### src/rtl/hex_text_writer.sv
// hex_text_writer: turns hex-render and screen-clear requests into single-cycle
// character display RAM writes. Rev 1.0
`default_nettype none

module hex_text_writer #(
  parameter bit         CLEAR_ON_RESET = 1'b1,
  parameter logic [7:0] BLANK_CHAR     = 8'h20
) (
  input  logic        clk,
  input  logic        reset_n,
  input  logic        req_valid,
  output logic        req_ready,
  input  logic [3:0]  req_row,
  input  logic [5:0]  req_col,
  input  logic [15:0] req_value,
  input  logic [1:0]  req_ndig,
  input  logic        clr_req,
  output logic        busy,
  output logic [9:0]  ram_Adr,
  output logic [7:0]  ram_Data,
  output logic        write_Ram
);

  typedef enum logic [1:0] {
    S_IDLE  = 2'd0,
    S_HEX   = 2'd1,
    S_CLEAR = 2'd2
  } state_t;

  state_t      r_state, w_state;
  logic [3:0]  r_row, w_row;
  logic [5:0]  r_col, w_col;
  logic [15:0] r_value, w_value;
  logic [1:0]  r_ndig, w_ndig;
  logic [2:0]  r_idx, w_idx;
  logic [10:0] r_cnt, w_cnt;
  logic        r_ready, w_ready;
  logic        r_wr, w_wr;
  logic [9:0]  r_adr, w_adr;
  logic [7:0]  r_data, w_data;

  function automatic logic [7:0] f_hex_char(input logic [15:0] v, input logic [1:0] sel);
    logic [3:0] n;
    case (sel)
      2'd0:    n = v[3:0];
      2'd1:    n = v[7:4];
      2'd2:    n = v[11:8];
      default: n = v[15:12];
    endcase
    return (n < 4'd10) ? (8'h30 + {4'h0, n}) : (8'h37 + {4'h0, n});
  endfunction

  // Digit 0 is emitted on the accept edge itself so bursts are separated by one idle cycle.
  always_comb begin
    w_state = r_state;
    w_row   = r_row;
    w_col   = r_col;
    w_value = r_value;
    w_ndig  = r_ndig;
    w_idx   = r_idx;
    w_cnt   = r_cnt;
    w_wr    = 1'b0;
    w_adr   = r_adr;
    w_data  = r_data;
    case (r_state)
      S_IDLE: begin
        if (r_ready) begin
          if (clr_req) begin
            w_state = S_CLEAR;
            w_cnt   = 11'd0;
          end else if (req_valid) begin
            w_state = S_HEX;
            w_row   = req_row;
            w_col   = req_col;
            w_value = req_value;
            w_ndig  = req_ndig;
            w_idx   = 3'd1;
            w_wr    = 1'b1;
            w_adr   = {req_row, req_col};
            w_data  = f_hex_char(req_value, req_ndig);
          end
        end
      end
      S_HEX: begin
        if (r_idx > {1'b0, r_ndig}) begin
          w_state = S_IDLE;
        end else begin
          w_wr   = 1'b1;
          w_adr  = {r_row, r_col + {4'h0, r_idx[1:0]}};
          w_data = f_hex_char(r_value, r_ndig - r_idx[1:0]);
          w_idx  = r_idx + 3'd1;
        end
      end
      S_CLEAR: begin
        // The extra counter bit marks completion so the address never wraps.
        if (r_cnt[10]) begin
          w_state = S_IDLE;
        end else begin
          w_wr   = 1'b1;
          w_adr  = r_cnt[9:0];
          w_data = BLANK_CHAR;
          w_cnt  = r_cnt + 11'd1;
        end
      end
      default: w_state = S_IDLE;
    endcase
    w_ready = (w_state == S_IDLE);
  end

  always_ff @(posedge clk or negedge reset_n) begin
    if (!reset_n) begin
      if (CLEAR_ON_RESET) r_state <= S_CLEAR;
      else                r_state <= S_IDLE;
      r_row   <= 4'h0;
      r_col   <= 6'h0;
      r_value <= 16'h0;
      r_ndig  <= 2'd0;
      r_idx   <= 3'd0;
      r_cnt   <= 11'd0;
      r_ready <= 1'b0;
      r_wr    <= 1'b0;
      r_adr   <= 10'h0;
      r_data  <= 8'h0;
    end else begin
      r_state <= w_state;
      r_row   <= w_row;
      r_col   <= w_col;
      r_value <= w_value;
      r_ndig  <= w_ndig;
      r_idx   <= w_idx;
      r_cnt   <= w_cnt;
      r_ready <= w_ready;
      r_wr    <= w_wr;
      r_adr   <= w_adr;
      r_data  <= w_data;
    end
  end

  assign req_ready = r_ready;
  assign busy      = ~r_ready;
  assign write_Ram = r_wr;
  assign ram_Adr   = r_adr;
  assign ram_Data  = r_data;

endmodule

`default_nettype wire

### config.mk
export PLATFORM = sky130hd
export DESIGN_NAME = hex_text_writer
export DESIGN_NICKNAME = d
export VERILOG_FILES = /design/src/rtl/hex_text_writer.sv
export SDC_FILE = /design/constraint.sdc
export NUM_CORES = 1
export LEC_CHECK = 0
export BUFFER_PORTS_ARGS = -buffer_cell sky130_fd_sc_hd__buf_2
export CORE_MARGIN = 10
export CORE_UTILIZATION = 57
export DETAILED_ROUTE_END_ITERATION = 6
export GPL_TIMING_DRIVEN = 0
export PLACE_DENSITY = 0.8
export SLEW_MARGIN = 20
export SYNTH_ARGS = -nofsm -noshare
export SYNTH_HDL_FRONTEND = slang
export SYNTH_SLANG_ARGS = --single-unit
### constraint.sdc
create_clock -name clk -period 3.4 [get_ports clk]
set_input_delay 0.17 -clock clk [delete_from_list [all_inputs] [get_ports clk]]
set_output_delay 0.17 -clock clk [all_outputs]
set_load 0.05 [all_outputs]
After elaboration in Yosys (flattened, before gate mapping)

Index checks and enable logic that the tools add are counted.

Add/subtract/negate cells: 8
Order comparisons: 3
Bitwise operators: 2
Equal/unequal tests: 12
Reductions and logical operators: 12
Mux-type cells: 43

Operators with widths:

| operator                | count |
|---|---|
| $mux W10                | 5 |
| $mux W8                 | 5 |
| $mux W11                | 3 |
| $pmux W10 S3            | 1 |
| $add A6 B4 Y7 const A   | 4 |
| $mux W4                 | 6 |
| $pmux W4 S3             | 2 |
| $pmux W8 S3             | 1 |
| $pmux W11 S2            | 1 |
| $mux W7                 | 2 |
| $mux W3                 | 4 |
| $ne A2 B2 Y1 const B    | 6 |
| $add A11 B1 Y11 const B | 1 |
| $mux W2                 | 5 |
| $logic_not A2 Y1        | 4 |
| $lt A4 B4 Y1 const B    | 2 |
| $reduce_and A4 Y1       | 2 |
| $add A6 B2 Y6           | 1 |
| $eq A2 B1 Y1 const B    | 3 |
| $eq A2 B2 Y1 const B    | 3 |
| $pmux W2 S3             | 1 |
| $pmux W3 S2             | 1 |
| $reduce_and A6 Y1       | 1 |
| $mux W1                 | 5 |
| 9 further kinds         | 11 |

Logic and storage cells: 92
Output and inout port bits: 21
Input bits: 32
Register bits: 64

Depth between registers and ports, before layout

Word-level depth: 12
Gate-level depth with buffers: 10
Depth with buffers taken out: 10

Worst setup path before layout

Ideal clock, no wire load.

Path kind: flip-flop to flip-flop
Start: register r_idx[1]
End: register r_data[2], in the netlist ram_Data[2]
Library setup time: 125 ps
Setup slack: 837 ps
Stages on the path, launching flop included: 10
Required time: 3275 ps
Clock period less this slack: 2563 ps
Arrival time: 2438 ps
Path through: dfrtp_1 -> ha_1 -> xor2_2 -> mux4_2 -> inv_1 -> ha_1 -> inv_1 -> o211ai_1 -> o221ai_1 -> mux2_2

Word-level cells in the longest chain between the ends: 9

Ends and longest elaborated chain:

| item                                                 | line | text |
|---|---|---|
| start: declaration                                   | 35   | `logic [2:0] r_idx, w_idx;` |
| start signal: assignment                             | 130  | `r_idx <= w_idx;` |
| $sub A2 B2 Y2                                        | 90   | `w_data = f_hex_char(r_value, r_ndig - r_idx[1:0]);` |
| $eq A2 B2 Y1 (tied with other cells)                 | 44   | `case (sel)` |
| $pmux W4 S3                                          | 44   |  |
| $mux W4                                              | 85   | `if (r_idx > {1'b0, r_ndig}) begin` |
| $mux W4                                              | 65   | `case (r_state)` |
| $add A6 B4 Y7 / $lt A4 B4 Y1 (equally long branches) | 50   | `return (n < 4'd10) ? (8'h30 + {4'h0, n}) : (8'h37 + {4'h0, n});` |
| $mux W7                                              | 50   |  |
| $mux W8                                              | 85   |  |
| $pmux W8 S3                                          | 65   |  |
| end signal: assignment                               | 135  | `r_data <= w_data;` |
| end: declaration                                     | 40   | `logic [7:0] r_data, w_data;` |

Several ways; a longest one is shown, not always the timed one. The select of a mux whose other input is x is not followed.
A chain may end at the register's enable or synchronous reset.

Final worst setup path

Ends and elaborated chain as after synthesis.

==> reports/results.tsv <==
stage	metric	value	unit
power_and_ir_drop	p_switching	2.07	mW
die	start_util	59.3	%
worst_setup_path	crit_family	multiplexers	
detailed_routing	firstDrtPassIters	4	
grt	grt_max_degree	64	
worst_setup_path	r2r-start	r_idx[1]$_DFFE_PN0P_	
die	dieHeight	98.9	um
sta	worstMarginPinSlew	0.796	ns
worst_setup_path	crit_arrival	3.06	ns
worst_setup_path	reg2reg_depth	9	
synth	synth_nets	366	
die	core	0.00599	mm^2
final_layout	mostFrequentLayoutCell	dfrtp_1	
power_and_ir_drop	cellLeakagePower	1.88	nW
sta	setup_violations	0	
die	rows	28	
synth	async_flop_share	100	%
synth	synth-seq-cells	63	
power_and_ir_drop	p_comb_share	57.3	%
synth	yosys_warnings	0	
synth	synth.cell_area	0.00355	mm^2
synth	synth.distinct_cells	54	
sta	fin_tns_setup	0	ns
cts	numClockSinks	63	
die	dieArea	0.00979	mm^2
sta	finalClockSkew	0.00977	ns
worst_setup_path	startpoint_type	flop	
worst_setup_path	rrSetupSlack	0.56	ns
grt	overflow	0	
grt	grt_pass1_vias	2849	
power_and_ir_drop	power_frac_clock	14.1	%
min_path	hold_path_class	in -> reg	
detailed_routing	drc	0	
die	num_io_pins	53	
worst_setup_path	path_max_fanout	6	
worst_setup_path	crit_cells	9	
sta	rsz0062_at_grt	false	
grt	grt_pass1_wl	13800	um
worst_setup_path	worstSetupEndpoint	ram_Data[2]$_DFFE_PN0P_	
sta	max_freq	352	MHz
power_and_ir_drop	ir_worst_vdd	560	uV
run_status	status	finished, final reports clean	
sta	slew_headroom	46.9	%
detailed_routing	drtIter0Drc	182	
min_path	hp-start	req_value[14]	
power_and_ir_drop	totalPowerFinal	4.51	mW
sta	finalHoldViolCount	0	
placed_design	placedInstanceArea	0.00390	mm^2
detailed_routing	ant_nets	0	
final_layout	area_delta_synth_final	15.5	%
cts	cts_tree	done	
worst_setup_path	cp-end-kind	flop	
grt	antenna_found_initial	0	
grt	track_usage	17.1	%
placed_design	portBuffers	51	
synth	syn_area_per_cell	11.1	um^2
worst_setup_path	crit_buf_inv	2	
cts	cts_resized	0	
worst_setup_path	worstSetupStartpoint	r_idx[1]$_DFFE_PN0P_	
synth	synth_edf_count	0	
sta	finalMaxSlewViolations	0	
final_layout	diodes	0	
synth	netlist_instances	320	
worst_setup_path	path_class	reg -> reg	
synth	yosysSeqAreaShare	44.4	%
synth	synth-main-ff-cell	dfrtp_1	
placed_design	dpl.hpwl	6110	um
worst_setup_path	cp_cell_sequence	ha_1 -> xor2_2 -> mux4_2 -> inv_1 -> ha_1 -> inv_1 -> o211ai_1 -> o221ai_1 -> mux2_2	
cts	root_buffer	clkbuf_8	
detailed_routing	vias	2752	
power_and_ir_drop	power_frac_seq	28.6	%
die	dieWidth	98.9	um
final_layout	drive_above_1_share	32.0	%
power_and_ir_drop	netSwitchingFraction	45.9	%
worst_setup_path	regToRegEndpoint	ram_Data[2]$_DFFE_PN0P_	
final_layout	fin_util	68.5	%
sta	period_minus_slack	2.84	ns
cts	worstSkewPairLatency	0.34	ns
detailed_routing	viasPerCell	5.94	
final_layout	fin_cells	463	
synth	synth.top_cell.area_share	43.7	%
placed_design	gp_congestion	0.868	
final_layout	fin_nets	429	
cts	cts.htree.levels	3	
detailed_routing	wl_per_cell	18.0	um
worst_setup_path	cpPeakStageDelay	0.65	ns
final_layout	final_cell_mix	62 x dfrtp_1, 52 x buf_2, 40 x mux2_2	
sta	layout_worst_path_cycle_share	83.6	%
power_and_ir_drop	powerDensity	1100	mW/mm^2
worst_setup_path	cp.required	3.62	ns
cts	path_clk_slew	0.07	ns
run	cap_violations	0	
power_and_ir_drop	p_int	2.44	mW
cts	numCtsBuffers	9	
detailed_routing	wl	8340	um
cts	clock_path_buffers	2	
synth	synth_area_leader_cell	dfrtp_1	
final_layout	final_cell_area	0.00410	mm^2
synth	synth.area.top_cells	dfrtp_1 44%, mux2_2 13%, ha_1 4.6%	
worst_setup_path	slowest_stage	mux4_2	
placed_design	dp.cells	446	
==> worst register-to-register path, cell delays in order, from the launching register on <==
cell and delay (ns):
dfrtp_1 0.47, ha_1 0.38, xor2_2 0.33, mux4_2 0.65, inv_1 0.09, ha_1 0.16, inv_1 0.06, o211ai_1 0.17
o221ai_1 0.14, mux2_2 0.27
==> state kept, by name, summed over array words and instances, names as in the netlist <==
name / flops
r_value: 16
r_cnt: 11
ram_Adr: 10
ram_Data: 7
r_col: 6
r_row: 4
r_idx: 3
r_ndig: 2
r_state: 2
req_ready: 1
write_Ram: 1
==> power by group through the flow <==
stage	Sequential (mW)	Combinational (mW)	Clock (mW)
floorplan	1.64	1.63	0
global placement	1.28	2.49	0
detailed placement	1.30	2.57	0
CTS	1.29	2.59	0.645
global route	1.33	2.80	0.681
finish	1.29	2.58	0.638
==> worst min-delay path by stage <==
stage,cells after the start,to
after global routing,2,r_value[12]$_DFFE_PN0P_
final,2,r_value[14]$_DFFE_PN0P_
after floorplan,0,r_cnt[0]$_DFFE_PN0P_
after detailed placement,1,ram_Data[6]$_DFFE_PN0P_
after global placement,2,r_value[9]$_DFFE_PN0P_
after CTS,2,r_row[2]$_DFFE_PN0P_
==> per-stage QoR <==
stage,hold slack [ns],worst slack (ns)
CTS,0.0587,0.541
global placement,0.414,0.614
finish,0.0719,0.558
global route,0.0650,0.398
detailed placement,0.317,0.568
floorplan,-0.126,0.837
==> what timing repair did <==
item / CTS / global route
setup buffers: 0 / 0
hold buffers: 1 / 0
hold endpoints to repair: 62 / 0
endpoints found under the setup margin: 0 / 0
==> logic make-up (layout without fill, tap and decap cells) <==
| kind of cell | after synthesis | count (layout) | share of synthesized area, % |
|---|---|---|---|
| DFF | 63 | 63 | 44.4 |
| adders and majority gates | 14 | 14 | 5.14 |
| AOI/OAI and AO/OA | 71 | 71 | 13.4 |
| xor gates and xnor gates | 13 | 13 | 3.42 |
| buffers and inverters | 33 | 101 | 4.19 |
| muxes | 50 | 50 | 19.2 |
| other | 1 | 1 | 0.106 |
| and+or+nand+nor | 75 | 75 | 10.1 |
==> synth_stat cells, types with 2 or more instances <==
master and number:
o211ai_1 3, a31oi_1 6, nor4_1 3, a21oi_1 21, a22oi_1 7, o21ai_2 2, xor2_1 8, o21ai_0 7
nand2_1 16, nor3b_1 2, ha_1 13, mux4_2 4, dfrtp_1 62, nor3_1 6, buf_2 2, mux4_1 5
a211oi_1 2, o21bai_1 2, a311oi_1 2, nor2_1 26, mux2_2 40, nor2b_1 4, nand3_1 7, nand4_1 3
clkbuf_1 7, a22o_1 2, o21a_1 5, inv_1 19, and2_1 3, buf_4 3, a221oi_1 2, xnor2_1 4
==> per-layer routing <==
| layer | GRT usage [%] | vias up | wire, um |
|---|---|---|---|
| met3 | 4.82 | 10 | 501 |
| li1 | - | 1295 | - |
| met2 | 28.1 | 80 | 4120 |
| met5 | 0 | - | 0 |
| met4 | 5.29 | 0 | 84 |
| met1 | 21.3 | 1367 | 3640 |
==> cell type report <==
type / instances / area (um^2)
buffer: 14 / 77.6
tap: 75 / 93.8
clock buffer: 10 / 128
sequential: 63 / 1580
clock inverter: 6 / 61.3
multi-input combinational: 224 / 1830
timing repair buffer: 52 / 268
inverter: 19 / 71.3
fill: 463 / 1890
No activity file was read; power rests on OpenSTA's default activity.
